$ cat src/rtl/uart_imem_loader.sv
`timescale 1ns/1ps
// -----------------------------------------------------------------------------
// uart_imem_loader
//
// Boot loader. It receives a program image over a UART line (8N1, LSB first)
// and writes the image into instruction memory one 32-bit word at a time. The
// core is held in stall until a complete image has been written.
//
// Image format: a sync byte 0xA5, then 4*NUM_WORDS data bytes. Each group of
// four bytes forms one little-endian word. Word k is written to byte address 4*k.
//
// Optional feature (macro LOADER_CHECKSUM_EN): one extra byte follows the
// image. It must equal the XOR of all data bytes. On a mismatch, frame_err is
// set and the loader waits for a new sync byte.
//
// Parameters
//   CLKS_PER_BIT  clock cycles per UART bit
//   NUM_WORDS     instruction words per image
//
// Ports
//   CLK        in   clock; all state changes on its rising edge
//   rst_n      in   asynchronous active-low reset
//   rx         in   UART serial data, asynchronous to CLK, idle high
//   imem_we    out  instruction memory write strobe (one cycle per word)
//   imem_addr  out  instruction memory byte address (32 bits)
//   imem_wd    out  instruction memory write data (32 bits)
//   core_hold  out  high while the core must stay stalled (every state but DONE)
//   load_done  out  high once a complete image has been written
//   frame_err  out  sticky error flag (bad stop bit or bad checksum)
// -----------------------------------------------------------------------------
module uart_imem_loader #(
    parameter int CLKS_PER_BIT = 87,
    parameter int NUM_WORDS    = 20
) (
    input  logic        CLK,
    input  logic        rst_n,
    input  logic        rx,
    output logic        imem_we,
    output logic [31:0] imem_addr,
    output logic [31:0] imem_wd,
    output logic        core_hold,
    output logic        load_done,
    output logic        frame_err
);

    localparam int CNT_W = (CLKS_PER_BIT > 1) ? $clog2(CLKS_PER_BIT) : 1;
    localparam int IDX_W = (NUM_WORDS > 1) ? $clog2(NUM_WORDS) : 1;

    localparam logic [CNT_W-1:0] FULL_M1   = CNT_W'(CLKS_PER_BIT - 1);
    localparam logic [CNT_W-1:0] HALF_M1   = CNT_W'(CLKS_PER_BIT / 2 - 1);
    localparam logic [IDX_W-1:0] LAST_IDX  = IDX_W'(NUM_WORDS - 1);
    localparam logic [7:0]       SYNC_BYTE = 8'hA5;

    // ---------------------------------------------------------------------
    // rx synchronizer. rx_prev_q is one stage further back and is used only
    // to detect the falling edge of the start bit. A line that stays low
    // after a framing error therefore cannot start new bytes over and over.
    // ---------------------------------------------------------------------
    logic rx_meta_q, rx_sync_q, rx_prev_q;

    always_ff @(posedge CLK or negedge rst_n) begin
        if (!rst_n) begin
            rx_meta_q <= 1'b1;
            rx_sync_q <= 1'b1;
            rx_prev_q <= 1'b1;
        end else begin
            rx_meta_q <= rx;
            rx_sync_q <= rx_meta_q;
            rx_prev_q <= rx_sync_q;
        end
    end

    // ---------------------------------------------------------------------
    // UART receiver
    // ---------------------------------------------------------------------
    typedef enum logic [1:0] {
        RX_IDLE  = 2'd0,
        RX_START = 2'd1,
        RX_DATA  = 2'd2,
        RX_STOP  = 2'd3
    } rx_state_e;

    rx_state_e        rx_state_q, rx_state_d;
    logic [CNT_W-1:0] cnt_q, cnt_d;
    logic [2:0]       bit_q, bit_d;
    logic [7:0]       shreg_q, shreg_d;
    logic             byte_vld;   // stop bit sampled high: shreg_q holds a byte
    logic             byte_err;   // stop bit sampled low

    always_ff @(posedge CLK or negedge rst_n) begin
        if (!rst_n) begin
            rx_state_q <= RX_IDLE;
            cnt_q      <= '0;
            bit_q      <= '0;
            shreg_q    <= '0;
        end else begin
            rx_state_q <= rx_state_d;
            cnt_q      <= cnt_d;
            bit_q      <= bit_d;
            shreg_q    <= shreg_d;
        end
    end

    always_comb begin
        rx_state_d = rx_state_q;
        cnt_d      = cnt_q;
        bit_d      = bit_q;
        shreg_d    = shreg_q;
        byte_vld   = 1'b0;
        byte_err   = 1'b0;
        case (rx_state_q)
            RX_IDLE: begin
                if (rx_prev_q && !rx_sync_q) begin
                    rx_state_d = RX_START;
                    cnt_d      = '0;
                end
            end
            RX_START: begin
                if (cnt_q == HALF_M1) begin
                    cnt_d = '0;
                    // Start bit gone by mid-bit: treat it as a glitch.
                    if (rx_sync_q) begin
                        rx_state_d = RX_IDLE;
                    end else begin
                        rx_state_d = RX_DATA;
                        bit_d      = '0;
                    end
                end else begin
                    cnt_d = cnt_q + 1'b1;
                end
            end
            RX_DATA: begin
                if (cnt_q == FULL_M1) begin
                    cnt_d   = '0;
                    shreg_d = {rx_sync_q, shreg_q[7:1]};
                    bit_d   = bit_q + 3'd1;
                    if (bit_q == 3'd7) begin
                        rx_state_d = RX_STOP;
                    end
                end else begin
                    cnt_d = cnt_q + 1'b1;
                end
            end
            RX_STOP: begin
                if (cnt_q == FULL_M1) begin
                    cnt_d      = '0;
                    rx_state_d = RX_IDLE;
                    byte_vld   = rx_sync_q;
                    byte_err   = !rx_sync_q;
                end else begin
                    cnt_d = cnt_q + 1'b1;
                end
            end
            default: rx_state_d = RX_IDLE;
        endcase
    end

    // ---------------------------------------------------------------------
    // Loader FSM
    // ---------------------------------------------------------------------
    typedef enum logic [1:0] {
        WAIT_SYNC = 2'd0,
        LOAD      = 2'd1,
`ifdef LOADER_CHECKSUM_EN
        CHECK     = 2'd2,
`endif
        DONE      = 2'd3
    } ld_state_e;

    ld_state_e        ld_state_q, ld_state_d;
    logic [IDX_W-1:0] word_idx_q, word_idx_d;
    logic [1:0]       byte_cnt_q, byte_cnt_d;
    logic [31:0]      wd_q, wd_d;
    logic [31:0]      addr_q, addr_d;
    logic             we_q, we_d;
    logic             ferr_q, ferr_d;
`ifdef LOADER_CHECKSUM_EN
    logic [7:0]       csum_q, csum_d;
`endif

    always_ff @(posedge CLK or negedge rst_n) begin
        if (!rst_n) begin
            ld_state_q <= WAIT_SYNC;
            word_idx_q <= '0;
            byte_cnt_q <= '0;
            wd_q       <= '0;
            addr_q     <= '0;
            we_q       <= 1'b0;
            ferr_q     <= 1'b0;
`ifdef LOADER_CHECKSUM_EN
            csum_q     <= '0;
`endif
        end else begin
            ld_state_q <= ld_state_d;
            word_idx_q <= word_idx_d;
            byte_cnt_q <= byte_cnt_d;
            wd_q       <= wd_d;
            addr_q     <= addr_d;
            we_q       <= we_d;
            ferr_q     <= ferr_d;
`ifdef LOADER_CHECKSUM_EN
            csum_q     <= csum_d;
`endif
        end
    end

    always_comb begin
        ld_state_d = ld_state_q;
        word_idx_d = word_idx_q;
        byte_cnt_d = byte_cnt_q;
        wd_d       = wd_q;
        addr_d     = addr_q;
        we_d       = 1'b0;
        ferr_d     = ferr_q;
`ifdef LOADER_CHECKSUM_EN
        csum_d     = csum_q;
`endif
        if (byte_err) begin
            ferr_d     = 1'b1;
            ld_state_d = WAIT_SYNC;
        end else begin
            case (ld_state_q)
                WAIT_SYNC, DONE: begin
                    if (byte_vld && (shreg_q == SYNC_BYTE)) begin
                        ld_state_d = LOAD;
                        word_idx_d = '0;
                        byte_cnt_d = '0;
                        ferr_d     = 1'b0;
`ifdef LOADER_CHECKSUM_EN
                        csum_d     = '0;
`endif
                    end
                end
                LOAD: begin
                    // The strobe cycle advances the word index. No byte can
                    // arrive in that cycle, because a byte takes many cycles.
                    // The state changes here rather than on the 4th byte, so
                    // imem_we is only ever high while in LOAD.
                    if (we_q) begin
                        if (word_idx_q == LAST_IDX) begin
`ifdef LOADER_CHECKSUM_EN
                            ld_state_d = CHECK;
`else
                            ld_state_d = DONE;
`endif
                        end else begin
                            word_idx_d = word_idx_q + 1'b1;
                        end
                    end else if (byte_vld) begin
                        wd_d[{byte_cnt_q, 3'b000} +: 8] = shreg_q;
                        byte_cnt_d = byte_cnt_q + 2'd1;
`ifdef LOADER_CHECKSUM_EN
                        csum_d     = csum_q ^ shreg_q;
`endif
                        if (byte_cnt_q == 2'd3) begin
                            we_d   = 1'b1;
                            addr_d = {{(30-IDX_W){1'b0}}, word_idx_q, 2'b00};
                        end
                    end
                end
`ifdef LOADER_CHECKSUM_EN
                CHECK: begin
                    if (byte_vld) begin
                        if (shreg_q == csum_q) begin
                            ld_state_d = DONE;
                        end else begin
                            ferr_d     = 1'b1;
                            ld_state_d = WAIT_SYNC;
                        end
                    end
                end
`endif
                default: ld_state_d = WAIT_SYNC;
            endcase
        end
    end

    assign imem_we   = we_q;
    assign imem_addr = addr_q;
    assign imem_wd   = wd_q;
    assign core_hold = (ld_state_q != DONE);
    assign load_done = (ld_state_q == DONE);
    assign frame_err = ferr_q;

endmodule

$ cat config.mk
export PLATFORM = sky130hd
export DESIGN_NAME = uart_imem_loader
export DESIGN_NICKNAME = d
export VERILOG_FILES = /design/src/rtl/uart_imem_loader.sv
export SDC_FILE = /design/constraint.sdc
export NUM_CORES = 1
export LEC_CHECK = 0
export CORE_MARGIN = 4
export CORE_UTILIZATION = 30
export DETAILED_ROUTE_END_ITERATION = 8
export PLACE_DENSITY_LB_ADDON = 0.12
export RECOVER_POWER = 100
export SLEW_MARGIN = 10
export SYNTH_ARGS = -nofsm -noshare
export SYNTH_HDL_FRONTEND = slang
export SYNTH_SLANG_ARGS = --single-unit
$ cat constraint.sdc
create_clock -name CLK -period 3.92 [get_ports CLK]
set_input_delay 0.784 -clock CLK [delete_from_list [all_inputs] [get_ports CLK]]
set_output_delay 0.784 -clock CLK [all_outputs]
set_load 0.05 [all_outputs]
==> metrics.md, run 1 <==
| Metric | Value |
|---|---|
| Cells after Synth | `345` |
| Yosys warnings | `0` |
| Core Footprint | `11,500 µm²` |
| Nets | `406` |
| Post-synthesis adder-cell area fraction | `0.0462` |
| DR vias/cell | `4.58` |
| Gate power share | `0.089` |
| FF-to-FF path depth | `7` |
| H-tree depth | `3` |
| FP Rows | `39` |
| Clock Pin Slew Worst Setup and Hold Paths | `60 ps` |
| Static leakage | `2.16 nW` |
| Post-Syn Area per Cell | `10.2 µm²` |
| Total grt overflow | `0` |
| Initial Util | `0.307` |
| Crit-path cells | `inv_1 > ha_1 > nand4b_1 > nor3b_1 > a2bb2oi_1 > o21ai_0 > a21o_1` |
| Ys flop type | `dfrtp_1` |
| Fill count | `1,156` |
| Power Density | `444 nW/µm²` |
| Sequential share of power | `0.413` |
| Met2 GRT Util | `0.175` |
| Final slew viol count | `72` |
| Worst-Skew Late Latency | `320 ps` |
| Vias | `2,465` |
| Seq/Total Area, Yosys | `0.506` |
| # clock sinks | `71` |
| Worst hold-check path type | `reg -> reg` |
| Drt total wl | `7540 µm` |
| First DRT Iteration DRCs | `97` |
| Multi-input gate area | `1490 µm²` |
| Register bit total from synthesis | `71` |
| Final Hold Vio Count | `0` |
| Sw Share | `0.243` |
| Hold Crit Depth | `0` |
| CTS resizes | `0` |
| Total CTS buffers | `9` |
| Global-route track usage on met1 | `0.161` |
| Status | `complete, but fails checks` |
| Fin Setup TNS | `0 ps` |
| Post-synth EDFFs | `0` |
| Drc violations | `0` |
| Nature of the critical path startpoint | `flip-flop` |
| Period utilization | `0.725` |
| Worst-Margin Slew | `1770 ps` |
| Highest Clock Rate | `352 MHz` |
| Die W | `116 µm` |
| Worst Path Required | `4130 ps` |
| Root Buffer | `clkbuf_16` |
| Synth Area in XOR/XNOR | `0` |
| I/O Buffers | `43` |
| Count of cell types in the netlist | `44` |
| RSZ-0062 raised after global routing | `false` |
| Hold slack | `361 ps` |
| Global routing's busiest layer | `met2` |
| Data arrival, critical path | `3050 ps` |
| Clock skew | `6.66 ps` |
| Ant. Diodes | `0` |
| Post-CTS Setup Inserts | `0` |
| Top-Level Pins | `71` |
| GR Layer Usage met3 | `0.0301` |
| Most frequent cells in the layout | `nand2_1, dfrtp_1, dlygate4sd3_1, o21ai_0, conb_1` |
| DIE HEIGHT | `116 µm` |
| Drt pass-1 iters | `4` |
| Post-synth ARST share | `1.00` |
| CTS Hold Buffers Added | `0` |
| Clk pwr share | `0.498` |
| Commonest non-fill, non-tap cell in the layout | `nand2_1` |
| Layout cell share with drive strength beyond 1 | `0.0911` |
| Gr usage total | `0.115` |
| NetSw | `463 µW` |
| Violated checks | `capacitance limit, slew limit` |
| Critical path capture point type | `flip-flop` |
| Setup CP Type | `reg -> reg` |
| Worst-case vdd ir drop | `181 µV` |
| Relative slew slack | `-0.180` |
| Compound-Gate Fraction of Synth Area | `0.0999` |
| TritonCTS clock tree | `built` |
| Full die area | `13,500 µm²` |
| Gp weighted congestion | `0.737` |
| Vias in the first global route | `2,316` |
| Endpoints failing setup | `0` |
| Critical path's largest stage delay | `830 ps` |
| First-pass GRT wire length | `12,200 µm` |
| Clk buf depth | `2` |
| Routed Antenna Nets | `0` |
| Final HPWL DP | `5170 µm` |
| Proportion of synthesized area in mux cells | `0.0508` |
| Wire length per cell | `14.0 µm` |
| Power Internal | `1.44 mW` |
| Fin crit period | `2840 ps` |
| CP max-delay cell | `a2bb2oi_1` |
| Area delta synth->final | `21.7%` |
| Largest family of logic cells by synthesized area | `simple AND/OR/NAND/NOR gates` |
| Initial antenna violation count | `0` |
| Max-Cap Viols | `1` |
| Simple-Gate Fraction of Synth Area | `0.210` |
| Largest net degree at the start of global routing | `72` |
| Synthesized cell area | `3520 µm²` |
| FF+latch area | `1780 µm²` |
| CP max FO | `13` |
| R2R Setup Slk | `1080 ps` |
critical path, delay by kind of cell, from the launching register on:
kind            cells  cell delay [ps]
simple gates        2              810
flops               1              380
buf+inv             1               90
fa+ha+maj           1              170
compound gates      3             1270
cells in the mapped netlist, types with 2 or more instances:
| cell type | count | share of area |
|---|---|---|
| a21o_1 | 9 | 0.019 |
| a21oi_1 | 3 | 0.0043 |
| a41o_1 | 2 | 0.0057 |
| and3_1 | 5 | 0.0089 |
| buf_2 | 4 | 0.0057 |
| buf_4 | 27 | 0.058 |
| clkbuf_1 | 5 | 0.0053 |
| dfrtp_1 | 68 | 0.48 |
| dfstp_2 | 3 | 0.022 |
| ha_1 | 13 | 0.046 |
| inv_1 | 16 | 0.017 |
| mux2_2 | 14 | 0.045 |
| nand2_1 | 74 | 0.079 |
| nand2b_1 | 2 | 0.0036 |
| nand3_1 | 15 | 0.021 |
| nand4_1 | 3 | 0.0053 |
| nand4b_1 | 2 | 0.0050 |
| nand4b_4 | 2 | 0.014 |
| nand4bb_1 | 2 | 0.0064 |
| nor2_1 | 4 | 0.0043 |
| nor3_1 | 3 | 0.0043 |
| nor3b_1 | 9 | 0.019 |
| nor3b_2 | 2 | 0.0071 |
| nor4bb_1 | 2 | 0.0057 |
| o21ai_0 | 36 | 0.051 |
| or4b_1 | 2 | 0.0057 |
stage by stage:
| stage | power [mW] | instances | utilization | area, µm² | setup slack, ps |
|---|---|---|---|---|---|
| global placement | 0.969 | 522 | 0.348 | 3990 | 1390 |
| finish | 1.90 | 538 | 0.373 | 4280 | 1080 |
| detailed placement | 0.974 | 522 | 0.348 | 3990 | 1320 |
| global route | 1.99 | 538 | 0.373 | 4280 | 740 |
| floorplan | 0.956 | 371 | - | 3620 | 1870 |
| CTS | 1.94 | 538 | 0.378 | 4330 | 1310 |
power groups by stage:
stage / sequential, mW / combinational (mW) / clock (mW)
6_report: 0.786 / 0.169 / 0.946
5_1_grt: 0.791 / 0.190 / 1.01
4_1_cts: 0.788 / 0.173 / 0.977
3_5_place_dp: 0.801 / 0.172 / 0
3_3_place_gp: 0.801 / 0.169 / 0
2_1_floorplan: 0.785 / 0.171 / 0
state kept, by name, indices dropped and copies added, names as in the netlist, named ones only:
name	count
rx_prev_q	1
imem_addr	5
ld_state_q	2
frame_err	1
imem_we	1
rx_sync_q	1
shreg_q	8
imem_wd	32
word_idx_q	5
bit_q	3
byte_cnt_q	2
rx_meta_q	1
cnt_q	7
rx_state_q	1
per-layer routing:
layer | vias up | share of wire
met3 | 2 | 0.047
met4 | 0 | 0.0042
met2 | 51 | 0.46
li1 | 1224 | -
met5 | - | 0
met1 | 1188 | 0.49
logic make-up after synthesis:
logic type,after synthesis
adders and majority gates,13
and+or+nand+nor,135
AOI/OAI and AO/OA,57
muxes,16
DFF,71
buffers and inverters,52
other,1
area by class of cell:
cell class / count / share of cell area
clock inverters: 5 / 0.0242
well taps: 143 / 0.0418
multi-input cells: 248 / 0.347
flip-flops and latches: 71 / 0.416
inverters: 16 / 0.0140
repair buffers: 44 / 0.100
clock buffers: 11 / 0.0567
final timing paths:
| check | startpoint | endpoint |
|---|---|---|
| max | cnt_q[0] | cnt_q[6] |
| min | rx_meta_q | rx_sync_q |
| max reg2reg | cnt_q[0] | cnt_q[6] |
| min reg2reg | rx_meta_q | rx_sync_q |
| max in group asynchronous | rst_n | cnt_q[0] |
| min in group asynchronous | rst_n | imem_wd[14] |
(Power assumes the default switching activity.)
==> run 2, diff against run 1 <==
==> constraint.sdc (replaced) <==
create_clock -name CLK -period 2.6 [get_ports CLK]
set_input_delay 0.52 -clock CLK [delete_from_list [all_inputs] [get_ports CLK]]
set_output_delay 0.52 -clock CLK [all_outputs]
set_load 0.05 [all_outputs]
==> run 2 against run 1 <==
Net effect:
- the flow now finishes without violations
- largest cell class unchanged
- non-clock buffer count up 14
- cell area rose by 2.7%
- largest power group unchanged
- power up 49%
- global-route usage rose by 0.37 points
- highest routed layer unchanged
- utilization grew 1.0 points
- critical endpoint is now core_hold
==> metrics.md, run 2 (synthesis gave the netlist of run 1 again) <==
| Metric | Value |
|---|---|
| Critical path capture point type | `primary output` |
| Final HPWL DP | `5410 µm (+4.6%)` |
| CTS Hold Buffers Added | `0 (unchanged)` |
| Final slew viol count | `0 (-100%)` |
| Static leakage | `2.27 nW (+5.0%)` |
| Relative slew slack | `0.0215 (+0.201)` |
| Max reg flops | `32 (unchanged)` |
| Root Buffer | `clkbuf_16` |
| Gr usage total | `0.119 (+0.00366)` |
| Vias | `2,509 (+1.8%)` |
| # clock sinks | `71 (unchanged)` |
| Core Footprint | `11,500 µm² (unchanged)` |
| Total CTS buffers | `9 (unchanged)` |
| R2R Setup Slk | `310 ps (-770 ps)` |
| Highest Clock Rate | `422 MHz` |
| Die W | `116 µm (unchanged)` |
| Critical path's largest stage delay | `860 ps (+30 ps)` |
| Clock Pin Slew Worst Setup and Hold Paths | `60 ps (about the same)` |
| Vias in the first global route | `2,439 (+5.3%)` |
| Layout cell share with drive strength beyond 1 | `0.120 (+0.0287)` |
| I/O Buffers | `43 (unchanged)` |
| FP Rows | `39 (unchanged)` |
| DR vias/cell | `4.55 (-0.80%)` |
| Final Hold Vio Count | `0 (unchanged)` |
| Max-Cap Viols | `0 (-1)` |
| Tot Pwr | `2.83 mW (+49%)` |
| Most frequent cells in the layout | `nand2_1, dfrtp_1, dlygate4sd3_1, o21ai_0, conb_1` |
| Initial antenna violation count | `0 (unchanged)` |
| Largest net degree at the start of global routing | `29 (-60%)` |
| Routed Antenna Nets | `0 (unchanged)` |
| Worst-case vdd ir drop | `311 µV (+72%)` |
| Wire length per cell | `13.5 µm (-3.6%)` |
| Full die area | `13,500 µm² (unchanged)` |
| Worst-Margin Slew | `1470 ps (-302 ps)` |
| Top-Level Pins | `71 (unchanged)` |
| Drt total wl | `7460 µm (-1.1%)` |
| CP max-delay cell | `dlygate4sd3_1` |
| Crit-path cells | `ha_1 > inv_1 > dlygate4sd3_1` |
| Period utilization | `0.911` |
| First DRT Iteration DRCs | `79 (-19%)` |
| RSZ-0062 raised after global routing | `false` |
| Gp weighted congestion | `0.738 (about the same)` |
| TritonCTS clock tree | `built` |
| Total grt overflow | `0 (unchanged)` |
| Ant. Diodes | `0 (unchanged)` |
| Worst Path Required | `2080 ps (-2050 ps)` |
| Setup CP Type | `reg -> out` |
| Drc violations | `0 (unchanged)` |
| Status | `completed` |
| Endpoints failing setup | `0 (unchanged)` |
| Worst-Skew Late Latency | `320 ps (about the same)` |
| Worst hold-check path type | `reg -> reg` |
| Data arrival, critical path | `1850 ps (-1200 ps)` |
| Global-route track usage on met1 | `0.170 (+0.00809)` |
| Met2 GRT Util | `0.178 (+0.00229)` |
| Initial Util | `0.307 (unchanged)` |
| H-tree depth | `3 (unchanged)` |
| CP max FO | `3 (-10)` |
| Post-CTS Setup Inserts | `0 (unchanged)` |
| Area delta synth->final | `25.0%` |
| Nets | `420 (+3.4%)` |
| Drt pass-1 iters | `4 (unchanged)` |
| Fin Setup TNS | `0 ps (unchanged)` |
| Commonest non-fill, non-tap cell in the layout | `nand2_1` |
| Global routing's busiest layer | `met2` |
| First-pass GRT wire length | `12,600 µm (+3.2%)` |
| DIE HEIGHT | `116 µm (unchanged)` |
| Fin crit period | `2370 ps` |
| Nature of the critical path startpoint | `flip-flop` |
| Clk buf depth | `2 (unchanged)` |
| Clock skew | `7.67 ps (+1.01 ps)` |
| GR Layer Usage met3 | `0.0394 (+0.00933)` |
| CTS resizes | `0 (unchanged)` |
| Power Density | `642 nW/µm² (+45%)` |
## run 2: through the flow
stage	std cells	instance area (µm²)	util	hold slack, ps	setup slack, ps
after floorplan	371	3620	-	224	548
after global placement	536	4090	0.357	349	504
after detailed placement	536	4090	0.357	350	439
after CTS	552	4430	0.386	217	263
after global routing	552	4400	0.384	365	131
final	552	4400	0.384	361	231
## run 2: worst max-delay path: cells and delay by family, from the launching register on
kind                     cells  cell delay, ps
buffers and inverters        2             910
adder cells (fa/ha/maj)      1             220
flip-flops                   1             400
## run 2: path summary, 6_finish.rpt
kind                               start            to  depth (start not counted)
max in group asynchronous          rst_n  imem_addr[5]                          2
setup reg to reg                cnt_q[0]    shreg_q[1]                          7
setup / recovery           ld_state_q[0]     core_hold                          3
min in group asynchronous          rst_n    imem_wd[7]                          1
hold reg to reg                rx_meta_q     rx_sync_q                          0
hold / removal                 rx_meta_q     rx_sync_q                          0
## run 2: final cells by class
cell class	instances	area [µm²]
inverters	16	60.1
clock inverters	6	109
fillers	1161	7070
clock buffers	10	229
repair buffers	58	513
flip-flops and latches	71	1780
multi-input cells	248	1530
well taps	143	179
## run 2: per-layer routing
metal  part of all wire  routed length, µm  vias up
met4             0.0043                 32        0
met5                  0                  0        -
met1               0.49               3620     1192
met2               0.46               3430       60
met3              0.049                368        2
li1                   -                  -     1255
## run 2: power by group
group,switching (mW),internal (mW)
Clock,0.440,0.935
Combinational,0.191,0.0745
Sequential,0.0487,1.14
Total,0.680,2.15
